$ cat src/rtl/cga_vram_arbiter_pkg.sv
// Shared widths, FSM states and the latched ISA request type for the video RAM arbiter.
package cga_vram_arbiter_pkg;

  localparam int unsigned SLOTS_DEF = 32;
  localparam int unsigned SEQ_W     = 5;
  localparam int unsigned ADDR_W    = 19;
  localparam int unsigned DATA_W    = 8;

  localparam logic [SLOTS_DEF-1:0] PIX_SLOT_MASK_DEF = 32'h0000_3333;

  typedef enum logic [2:0] {
    ST_IDLE   = 3'd0,
    ST_PEND   = 3'd1,
    ST_SETUP  = 3'd2,
    ST_STROBE = 3'd3,
    ST_DONE   = 3'd4
  } state_t;

  typedef struct packed {
    logic              wr;
    logic [ADDR_W-1:0] addr;
    logic [DATA_W-1:0] data;
  } isa_req_t;

endpackage

$ cat src/rtl/cga_vram_arbiter_if.sv
// Bundle of sequencer, pixel-fetch, ISA and SRAM pin signals around the arbiter.
interface cga_vram_arbiter_if;
  import cga_vram_arbiter_pkg::*;

  logic [SEQ_W-1:0]  clk_seq;
  logic              pix_req;
  logic [ADDR_W-1:0] pix_addr;
  logic [DATA_W-1:0] pix_data;
  logic              pix_valid;
  logic              isa_rd;
  logic              isa_wr;
  logic [ADDR_W-1:0] isa_addr;
  logic [DATA_W-1:0] isa_din;
  logic [DATA_W-1:0] isa_dout;
  logic              bus_rdy;
  logic [ADDR_W-1:0] ram_a;
  logic [DATA_W-1:0] ram_dout;
  logic              ram_doe;
  logic [DATA_W-1:0] ram_din;
  logic              ram_we_l;

  modport master (
    output clk_seq, pix_req, pix_addr, isa_rd, isa_wr, isa_addr, isa_din, ram_din,
    input  pix_data, pix_valid, isa_dout, bus_rdy, ram_a, ram_dout, ram_doe, ram_we_l
  );

  modport slave (
    input  clk_seq, pix_req, pix_addr, isa_rd, isa_wr, isa_addr, isa_din, ram_din,
    output pix_data, pix_valid, isa_dout, bus_rdy, ram_a, ram_dout, ram_doe, ram_we_l
  );

endinterface

$ cat src/rtl/cga_vram_arbiter_slot_window.sv
// Decodes the current phase into "pixel slot now" and "next phase opens a free
// two-cycle ISA window", with the window allowed to span the SLOTS-1 -> 0 wrap.
module cga_vram_arbiter_slot_window
  import cga_vram_arbiter_pkg::*;
#(
  parameter int unsigned      SLOTS = SLOTS_DEF,
  parameter logic [SLOTS-1:0] MASK  = PIX_SLOT_MASK_DEF
) (
  input  logic [SEQ_W-1:0] clk_seq,
  output logic             pix_slot_c,
  output logic             next_free_c
);

  logic [SEQ_W-1:0] ph1;
  logic [SEQ_W-1:0] ph2;

  function automatic logic [SEQ_W-1:0] succ(input logic [SEQ_W-1:0] ph);
    return (ph == SEQ_W'(SLOTS - 1)) ? '0 : ph + SEQ_W'(1);
  endfunction

  always_comb begin
    ph1         = succ(clk_seq);
    ph2         = succ(ph1);
    pix_slot_c  = MASK[clk_seq];
    next_free_c = ~MASK[ph1] & ~MASK[ph2];
  end

endmodule

$ cat src/rtl/cga_vram_arbiter.sv
// Time-slot arbiter for the shared video SRAM: pixel fetch owns masked phases,
// one latched ISA access runs per strobe in the next free SETUP/STROBE window.
module cga_vram_arbiter
  import cga_vram_arbiter_pkg::*;
#(
  parameter int unsigned      SLOTS         = SLOTS_DEF,
  parameter logic [SLOTS-1:0] PIX_SLOT_MASK = PIX_SLOT_MASK_DEF,
  parameter bit               USE_BUS_WAIT  = 1'b1
) (
  input logic               clk,
  input logic               reset_l,
  cga_vram_arbiter_if.slave bus
);

  state_t            state_q, state_d;
  isa_req_t          req_q, req_d;
  logic              strobe, strobe_q;
  logic              pix_slot_c, next_free_c, pix_hit;
  logic [ADDR_W-1:0] ram_a_q, ram_a_d;
  logic              ram_doe_q, ram_doe_d;
  logic              ram_we_l_q, ram_we_l_d;
  logic              bus_rdy_q, bus_rdy_d;
  logic [DATA_W-1:0] isa_dout_q, isa_dout_d;
  logic [DATA_W-1:0] pix_data_q, pix_data_d;
  logic              pix_valid_q, pix_valid_d;

  cga_vram_arbiter_slot_window #(
    .SLOTS (SLOTS),
    .MASK  (PIX_SLOT_MASK)
  ) u_window (
    .clk_seq     (bus.clk_seq),
    .pix_slot_c  (pix_slot_c),
    .next_free_c (next_free_c)
  );

  assign strobe  = bus.isa_rd | bus.isa_wr;
  assign pix_hit = pix_slot_c & bus.pix_req;

  // Next state and next registered outputs; pixel fetch is independent of the FSM.
  always_comb begin
    state_d     = state_q;
    req_d       = req_q;
    ram_a_d     = ram_a_q;
    ram_doe_d   = ram_doe_q;
    ram_we_l_d  = 1'b1;
    bus_rdy_d   = bus_rdy_q;
    isa_dout_d  = isa_dout_q;
    pix_valid_d = pix_hit;
    pix_data_d  = pix_hit ? bus.ram_din : pix_data_q;

    case (state_q)
      ST_IDLE: begin
        if (strobe && !strobe_q) begin
          req_d.wr   = bus.isa_wr;
          req_d.addr = bus.isa_addr;
          req_d.data = bus.isa_din;
          state_d    = ST_PEND;
          if (USE_BUS_WAIT) bus_rdy_d = 1'b0;
        end
      end
      ST_PEND: begin
        if (next_free_c) begin
          state_d   = ST_SETUP;
          ram_a_d   = req_q.addr;
          ram_doe_d = req_q.wr;
        end
      end
      ST_SETUP: begin
        state_d    = ST_STROBE;
        ram_we_l_d = ~req_q.wr;
        if (!req_q.wr) isa_dout_d = bus.ram_din;
      end
      ST_STROBE: begin
        // A strobe already released means the access was posted; skip DONE.
        ram_doe_d = 1'b0;
        bus_rdy_d = 1'b1;
        state_d   = strobe ? ST_DONE : ST_IDLE;
      end
      ST_DONE: begin
        if (!strobe) state_d = ST_IDLE;
      end
      default: state_d = ST_IDLE;
    endcase
  end

  always_ff @(posedge clk or negedge reset_l) begin
    if (!reset_l) begin
      state_q     <= ST_IDLE;
      req_q       <= '0;
      strobe_q    <= 1'b0;
      ram_a_q     <= '0;
      ram_doe_q   <= 1'b0;
      ram_we_l_q  <= 1'b1;
      bus_rdy_q   <= 1'b1;
      isa_dout_q  <= '0;
      pix_data_q  <= '0;
      pix_valid_q <= 1'b0;
    end else begin
      state_q     <= state_d;
      req_q       <= req_d;
      strobe_q    <= strobe;
      ram_a_q     <= ram_a_d;
      ram_doe_q   <= ram_doe_d;
      ram_we_l_q  <= ram_we_l_d;
      bus_rdy_q   <= bus_rdy_d;
      isa_dout_q  <= isa_dout_d;
      pix_data_q  <= pix_data_d;
      pix_valid_q <= pix_valid_d;
    end
  end

  // Pixel address must reach the pins in the same cycle as its slot.
  assign bus.ram_a     = pix_hit ? bus.pix_addr : ram_a_q;
  assign bus.ram_dout  = req_q.data;
  assign bus.ram_doe   = ram_doe_q;
  assign bus.ram_we_l  = ram_we_l_q;
  assign bus.bus_rdy   = bus_rdy_q;
  assign bus.isa_dout  = isa_dout_q;
  assign bus.pix_data  = pix_data_q;
  assign bus.pix_valid = pix_valid_q;

endmodule

$ cat src/flat_wrapper.sv
// flat-port wrapper written by rule: the top's interface ports become plain ports
module cga_vram_arbiter_flat import cga_vram_arbiter_pkg::*;
#(
  parameter int unsigned      SLOTS         = SLOTS_DEF,
  parameter logic [SLOTS-1:0] PIX_SLOT_MASK = PIX_SLOT_MASK_DEF,
  parameter bit               USE_BUS_WAIT  = 1'b1
)
  (clk, reset_l, bus_clk_seq, bus_pix_req, bus_pix_addr, bus_isa_rd, bus_isa_wr, bus_isa_addr, bus_isa_din, bus_ram_din, bus_pix_data, bus_pix_valid, bus_isa_dout, bus_bus_rdy, bus_ram_a, bus_ram_dout, bus_ram_doe, bus_ram_we_l);
  cga_vram_arbiter_if bus_i ();
  input logic clk;
  input logic reset_l;
  input wire logic [$bits(bus_i.clk_seq)-1:0] bus_clk_seq;
  input wire logic [$bits(bus_i.pix_req)-1:0] bus_pix_req;
  input wire logic [$bits(bus_i.pix_addr)-1:0] bus_pix_addr;
  input wire logic [$bits(bus_i.isa_rd)-1:0] bus_isa_rd;
  input wire logic [$bits(bus_i.isa_wr)-1:0] bus_isa_wr;
  input wire logic [$bits(bus_i.isa_addr)-1:0] bus_isa_addr;
  input wire logic [$bits(bus_i.isa_din)-1:0] bus_isa_din;
  input wire logic [$bits(bus_i.ram_din)-1:0] bus_ram_din;
  output wire logic [$bits(bus_i.pix_data)-1:0] bus_pix_data;
  output wire logic [$bits(bus_i.pix_valid)-1:0] bus_pix_valid;
  output wire logic [$bits(bus_i.isa_dout)-1:0] bus_isa_dout;
  output wire logic [$bits(bus_i.bus_rdy)-1:0] bus_bus_rdy;
  output wire logic [$bits(bus_i.ram_a)-1:0] bus_ram_a;
  output wire logic [$bits(bus_i.ram_dout)-1:0] bus_ram_dout;
  output wire logic [$bits(bus_i.ram_doe)-1:0] bus_ram_doe;
  output wire logic [$bits(bus_i.ram_we_l)-1:0] bus_ram_we_l;
  assign bus_i.clk_seq = bus_clk_seq;
  assign bus_i.pix_req = bus_pix_req;
  assign bus_i.pix_addr = bus_pix_addr;
  assign bus_i.isa_rd = bus_isa_rd;
  assign bus_i.isa_wr = bus_isa_wr;
  assign bus_i.isa_addr = bus_isa_addr;
  assign bus_i.isa_din = bus_isa_din;
  assign bus_i.ram_din = bus_ram_din;
  assign bus_pix_data = bus_i.pix_data;
  assign bus_pix_valid = bus_i.pix_valid;
  assign bus_isa_dout = bus_i.isa_dout;
  assign bus_bus_rdy = bus_i.bus_rdy;
  assign bus_ram_a = bus_i.ram_a;
  assign bus_ram_dout = bus_i.ram_dout;
  assign bus_ram_doe = bus_i.ram_doe;
  assign bus_ram_we_l = bus_i.ram_we_l;
  cga_vram_arbiter #(.SLOTS(SLOTS), .PIX_SLOT_MASK(PIX_SLOT_MASK), .USE_BUS_WAIT(USE_BUS_WAIT)) u_core (.clk(clk), .reset_l(reset_l), .bus(bus_i));
endmodule
$ cat config.mk
export PLATFORM = sky130hd
export DESIGN_NAME = cga_vram_arbiter_flat
export DESIGN_NICKNAME = d
export VERILOG_FILES = /design/src/rtl/cga_vram_arbiter_pkg.sv /design/src/rtl/cga_vram_arbiter_if.sv /design/src/rtl/cga_vram_arbiter_slot_window.sv /design/src/rtl/cga_vram_arbiter.sv /design/src/flat_wrapper.sv
export SDC_FILE = /design/constraint.sdc
export NUM_CORES = 1
export LEC_CHECK = 0
export ABC_AREA = 0
export CAP_MARGIN = 20
export CORE_MARGIN = 1.5
export CORE_UTILIZATION = 45
export DETAILED_ROUTE_END_ITERATION = 6
export GPL_TIMING_DRIVEN = 0
export PLACE_DENSITY = 0.77
export SLEW_MARGIN = 0
export SYNTH_ARGS = -nofsm -noshare
export SYNTH_HDL_FRONTEND = slang
export SYNTH_SLANG_ARGS = --single-unit
$ cat constraint.sdc
create_clock -name clk -period 2.15 [get_ports clk]
set_input_delay 0.3225 -clock clk [delete_from_list [all_inputs] [get_ports clk]]
set_output_delay 0.3225 -clock clk [all_outputs]
set_load 0.01 [all_outputs]
# [Yosys cells after proc, flatten, opt, wreduce, memory -nomap -nowiden]
# Memory sizes are Yosys's and may differ from the RTL's.
# Index checks and enable logic that the tools add are counted.
# W data, S select, Z words.
[word_totals] wordCells=62 inputBits=64 mem_bits_ro=96 register_bits=71 out_inout_bits=47 memories=3
[memory_table] name="(name not given)" words=32 word_bits=1 rd=1 rd_ports_with_merged_regs=0 wr=0 line_no="cga_vram_arbiter_slot_window.sv:25" text="next_free_c = ~MASK[ph1] & ~MASK[ph2];"
[memory_table] name="(name not given)" words=32 word_bits=1 rd=1 rd_ports_with_merged_regs=0 wr=0 line_no="cga_vram_arbiter_slot_window.sv:25"
[memory_table] name="(name not given)" words=32 word_bits=1 rd=1 rd_ports_with_merged_regs=0 wr=0 line_no="cga_vram_arbiter_slot_window.sv:24" text="pix_slot_c = MASK[clk_seq];"
[op_classes] n_bitwise=6 reduce_logical=11 mux=16 magnitude_cmp=3 n_eq_ne=9 n_addsub=2
[op_table] operator="$mux W19" count=1
[op_table] operator="$lt A5 B6 Y1 const B" count=3
[op_table] operator="$pmux W3 S5" count=1
[op_table] operator="$mux W3" count=4
[op_table] operator="$add A5 B1 Y5 const B" count=2
[op_table] operator="$eq A5 B5 Y1 const B" count=2
[op_table] operator="$mux W5" count=2
[op_table] operator="$reduce_and A2 Y1" count=5
[op_table] operator="$eq A3 B2 Y1 const B" count=2
[op_table] operator="$mux W1" count=6
[op_table] operator="$ne A2 B1 Y1 const B" count=2
[op_table] operator="$pmux W1 S2" count=2
[op_table] operator="$reduce_bool A2 Y1" count=2
[op_table] operator="$eq A3 B1 Y1 const B" count=1
[op_table] operator="$eq A3 B3 Y1 const B" count=1
[op_table] operator="$logic_not A3 Y1" count=1
[op_table] operator="$not A1 Y1" count=3
[op_table] operator="$reduce_and A3 Y1" count=1
[op_table] operator="$and A1 B1 Y1" count=2
[op_table] operator="$ne A2 B2 Y1 const B" count=1
[op_table] operator="$logic_and A1 B1 Y1" count=1
[op_table] operator="$logic_not A1 Y1" count=1
[op_table] operator="$or A1 B1 Y1" count=1

# [Depth between registers and ports, before layout]
[logic_depth] ltp_word=10 depth_mapped=12 ltp_nobuf=10

# [Hierarchy]
# Synthesis repeated with hierarchy kept, for this count alone.
[hier_totals] cells_unflattened=213 hier_area_um2=3164.3
[by_module_without_submodules] module="cga_vram_arbiter" area_each_um2=3035.4 seq_area_each_um2=1779.2 instances=1 cells_per_inst=196
[by_module_without_submodules] module="cga_vram_arbiter_slot_window" area_each_um2=128.9 seq_area_each_um2=0.0 instances=1 cells_per_inst=17

# [Worst setup path after synthesis]
# Ideal clock, no wire load.
[synth_timing] path_kind="input port to flip-flop" start="input port bus_clk_seq[0]" end="register u_core.ram_a_q[0]" t_required_ns=2.025 stages=10 setup_time_ns=0.125 n_path_buf=2 arrival_ns=2.476 slack_ns=-0.451 cell_sequence="ha_1 and3_1 ha_1 ha_1 o21bai_1 a21boi_2 nor4b_1 buf_6 buf_12 mux2_4"
[synth_between] elab_chain_cells=9 word_cells_on_any_way=14 classes_between="add/sub (2); eq/ne (2); mux (4); bitwise (3); reduce/logical (1); memory (2)"
[synth_rtl] element="start, declared" line_no="flat_wrapper.sv:12" text="input wire logic [$bits(bus_i.clk_seq)-1:0] bus_clk_seq;"
[synth_rtl] element="$add A5 B1 Y5 or $eq A5 B5 Y1 (tied branches)" line_no="cga_vram_arbiter_slot_window.sv:18" text="return (ph == SEQ_W'(SLOTS - 1)) ? '0 : ph + SEQ_W'(1);"
[synth_rtl] element="$mux W5 (*)" line_no="cga_vram_arbiter_slot_window.sv:18"
[synth_rtl] element="$add A5 B1 Y5 or $eq A5 B5 Y1 (tied branches)" line_no="cga_vram_arbiter_slot_window.sv:18"
[synth_rtl] element="$mux W5" line_no="cga_vram_arbiter_slot_window.sv:18"
[synth_rtl] element="$mem_v2 Z32 W1"
[synth_rtl] element="$mux W1 (not written as such)" line_no="cga_vram_arbiter_slot_window.sv:25"
[synth_rtl] element="$not A1 Y1" line_no="cga_vram_arbiter_slot_window.sv:25"
[synth_rtl] element="$and A1 B1 Y1 (*)" line_no="cga_vram_arbiter_slot_window.sv:25"
[synth_rtl] element="$reduce_and A2 Y1 (no source line) (*)"
[synth_rtl] element="end signal, assigned" line_no="cga_vram_arbiter.sv:102" text="ram_a_q <= ram_a_d;"
[synth_rtl] element="end, declared" line_no="cga_vram_arbiter.sv:19" text="logic [ADDR_W-1:0] ram_a_q, ram_a_d;"
# Every way passes the cells marked *; elsewhere a longest branch is shown, timed or not. The select of a mux whose other input is x is not followed.
# A chain may end at the register's enable or synchronous reset.

# [Worst setup path in the final report]
[layout_timing] start="input port bus_clk_seq[1]" end="register u_core.ram_a_q[11]"
# Same word-level chain as after synthesis.

==> results_dict.tcl <==
set metrics [dict create \
    status "complete, but fails checks" \
    violations "negative setup slack" \
    synth_edf_count 0 \
    cp.required_ns 2.37 \
    synth_area_leaders "dfrtp_1 54%, mux2_2 26%, mux2_4 4.7%" \
    clock_latency_ns 0.34 \
    rr_worst_depth 5 \
    postCtsHoldBufs 0 \
    initial_core_util 0.466 \
    use_met2 0.319 \
    setup_viol 19 \
    drive_gt1_frac 0.478 \
    firstDrtPassIters 4 \
    ir_drop_mv 0.587 \
    gr-usage-met3 0.0408 \
    worstMarginPinSlew_ns 0.875 \
    final-seq-area_mm2 0.00178 \
    finalCriticalPeriod_ns 2.28 \
    cts_buffer_depth 2 \
    maxSlewHeadroom 0.417 \
    instances_no_fill 454 \
    synth_top_area_frac 0.542 \
    io_buffers 110 \
    seq_area_frac_synth 0.559 \
    synth_area_mm2 0.00319 \
    min_path_type "primary input to asynchronous set/reset pin" \
    stdcell_area_mm2 0.00491 \
    critPathCaptureType "register" \
    crit_type "primary input to register" \
    ys_seq_elements 71 \
    antenna_found_initial 0 \
    first_iter_violations 55 \
    grt_pass1_wl_um 11100 \
    synth_nets 283 \
    synthCells 215 \
    core-area_mm2 0.00683 \
    path_clk_slew_ns 0.07 \
    critical_path.endpoint "u_core.ram_a_q[11]$_DFFE_PN0P_" \
    num_vias 2197 \
    busiest_layer "met2" \
    crit_arrival_ns 2.50 \
    reg2reg_from "u_core.state_q[0]$_DFFE_PN0P_" \
    synthDistinctLibCells 34 \
    grt_pass1_vias 2250 \
    overflow 0 \
    vias_per_cell 4.84 \
    grt_setup_unrepaired "true" \
    r2r_slack_ns 0.26 \
    syn_to_final_growth_pct 54.1 \
    fmax_mhz 438 \
    cts_buffers 9 \
    max_cap_violations 0 \
    post_dp_cell_area_mm2 0.00448 \
    num_rows 30 \
    die_area_mm2 0.00759 \
    final_util 0.719 \
    grt_use_total 0.194 \
    post-place-cells 421 \
    cts_tree "done" \
    synth.avg_cell_area_um2 14.8 \
    setup_slack_ns -0.132 \
    synth_largest_area_cell "dfrtp_1" \
    crit_fanout 8 \
    clock-root-buffer "clkbuf_8" \
    hold_viol 0 \
    power_density_mw_per_mm2 1190 \
    yosysMostFrequentCell "mux2_2" \
    grt_max_degree 72 \
    fin_crit_sh 1.06 \
    htreeDepth 3 \
    ys_dominant_reg_cell "dfrtp_1" \
    die_h_um 87.1 \
    yosys_warnings 0 \
    slew_violations 0 \
    drc 0 \
    io_pins 111 \
    die_w_um 87.1 \
    wire_per_inst_um 15.3 \
    ant_nets 0 \
    fin_skew_ns 0.00722 \
    power.leakage_nw 2.12 \
    start_kind "primary input" \
    r2r_end "u_core.req_q[24]$_DFFE_PN0P_" \
    async_flop_share 1.00 \
    clock-sinks 71 \
    met1_usage 0.249 \
    nFillCells 509 \
    fin_nets 423 \
    startpoint "bus_clk_seq[1]" \
    routed_wl_um 6960 \
    hpwl_um 4660 \
    antenna_cells 0 \
    yosys-top-cells-count "73 x mux2_2, 69 x dfrtp_1, 10 x mux2_4" \
    multiInputGateArea_mm2 0.00140 \
    place.gp.congestion 0.723 \
]
-- where the power goes --
part           leakage [nW]  total [W]  switching [W]  internal (W)
logic                  1.19    0.00261       0.000882       0.00173
clock network        0.0854   0.000918       0.000449      0.000469
registers             0.844    0.00231       0.000349       0.00196
-- per-layer routing --
layer / wire (µm) / up-vias
li1: - / 1035
met1: 3080 / 1088
met2: 3450 / 65
met3: 319 / 9
met4: 108 / 0
met5: 0 / -
-- cells by family (layout without fill, tap and decap cells) --
kind of cell | after synthesis | after routing | share of synthesized area
and+or+nand+nor | 21 | 21 | 0.0444
AOI/OAI and AO/OA | 13 | 13 | 0.0287
buffers and inverters | 23 | 166 | 0.0475
DFF | 71 | 71 | 0.559
adders and majority gates | 4 | 4 | 0.0157
muxes | 83 | 83 | 0.305
-- state kept, by name, indices dropped and copies added (netlist names), 3 cells and up --
name and cells:
u_core.bus.isa_dout 8, u_core.bus.ram_dout 8, u_core.ram_a_q 19, u_core.bus.pix_data 8, u_core.state_q 3, u_core.req_q 20
-- how the worst min path moves through the flow --
stage                                                    end  slack, ns                            from
final                           u_core.req_q[11]$_DFFE_PN0P_       0.11                         reset_l
after global routing           u_core.ram_a_q[3]$_DFFE_PN0P_       0.18                         reset_l
after CTS                      u_core.ram_a_q[3]$_DFFE_PN0P_       0.14                         reset_l
after detailed placement      u_core.bus.bus_rdy$_DFFE_PN1P_       0.49  u_core.bus.bus_rdy$_DFFE_PN1P_
after global placement         u_core.ram_a_q[7]$_DFFE_PN0P_       0.48    u_core.req_q[15]$_DFFE_PN0P_
after floorplan           u_core.bus.isa_dout[0]$_DFFE_PN0P_       0.03                         reset_l
-- per-stage QoR --
| stage | setup TNS, ns | hold WS (ns) | total power (W) | setup WS [ns] |
|---|---|---|---|---|
| 2_1_floorplan | -4.37 | 0.0269 | 0.00372 | -0.276 |
| 3_3_place_gp | -152.52 | 0.480 | 0.00476 | -1.57 |
| 3_5_place_dp | -44.14 | 0.485 | 0.00486 | -1.15 |
| 4_1_cts | -1.71 | 0.140 | 0.00589 | -0.109 |
| 5_1_grt | -3.15 | 0.178 | 0.00618 | -0.191 |
| 6_report | -2.13 | 0.111 | 0.00584 | -0.132 |
-- worst max-delay path, stage by stage --
cell      delay [ns]
buf_8           0.10
ha_4            0.16
mux2_4          0.28
a21oi_4         0.14
nor3b_4         0.06
ha_4            0.26
o21bai_4        0.11
a21boi_2        0.08
nor4b_2         0.34
buf_6           0.20
buf_12          0.14
mux2_4          0.30
-- placed cells by master, fill, tap and decap left out, types with 2 or more instances in the layout --
master            n
a21oi_1           2
ha_4              3
buf_12            3
buf_6             8
a21oi_2           2
buf_16            3
mux2_2           60
nand3_1           2
o211ai_1          2
dlygate4sd2_1     3
clkbuf_8         11
nor2_1            4
nand2b_1          2
buf_4            22
inv_1             5
mux2_4           23
buf_8             3
clkbuf_1          2
clkdlybuf4s50_1  84
dfrtp_1          69
buf_2            18
dfstp_2           2
-- layout make-up --
type                       count  share of cell area
buffer                        18              0.0319
clock buffer                  13              0.0324
clock inverter                 1             0.00102
inverter                       5             0.00382
multi-input combinational    121               0.285
sequential                    71               0.362
tap                           96              0.0245
timing repair buffer         129               0.259
-- repair_timing --
item / CTS / global route
gates resized for setup: 126 / 3
endpoints found under the setup margin: 41 / 20
buffers inserted: 14 / 2
hold endpoints to repair: 0 / 0
gates cloned: 3 / 0
pin swaps: 8 / 4
Note: power is estimated with default switching activity, not from simulation.
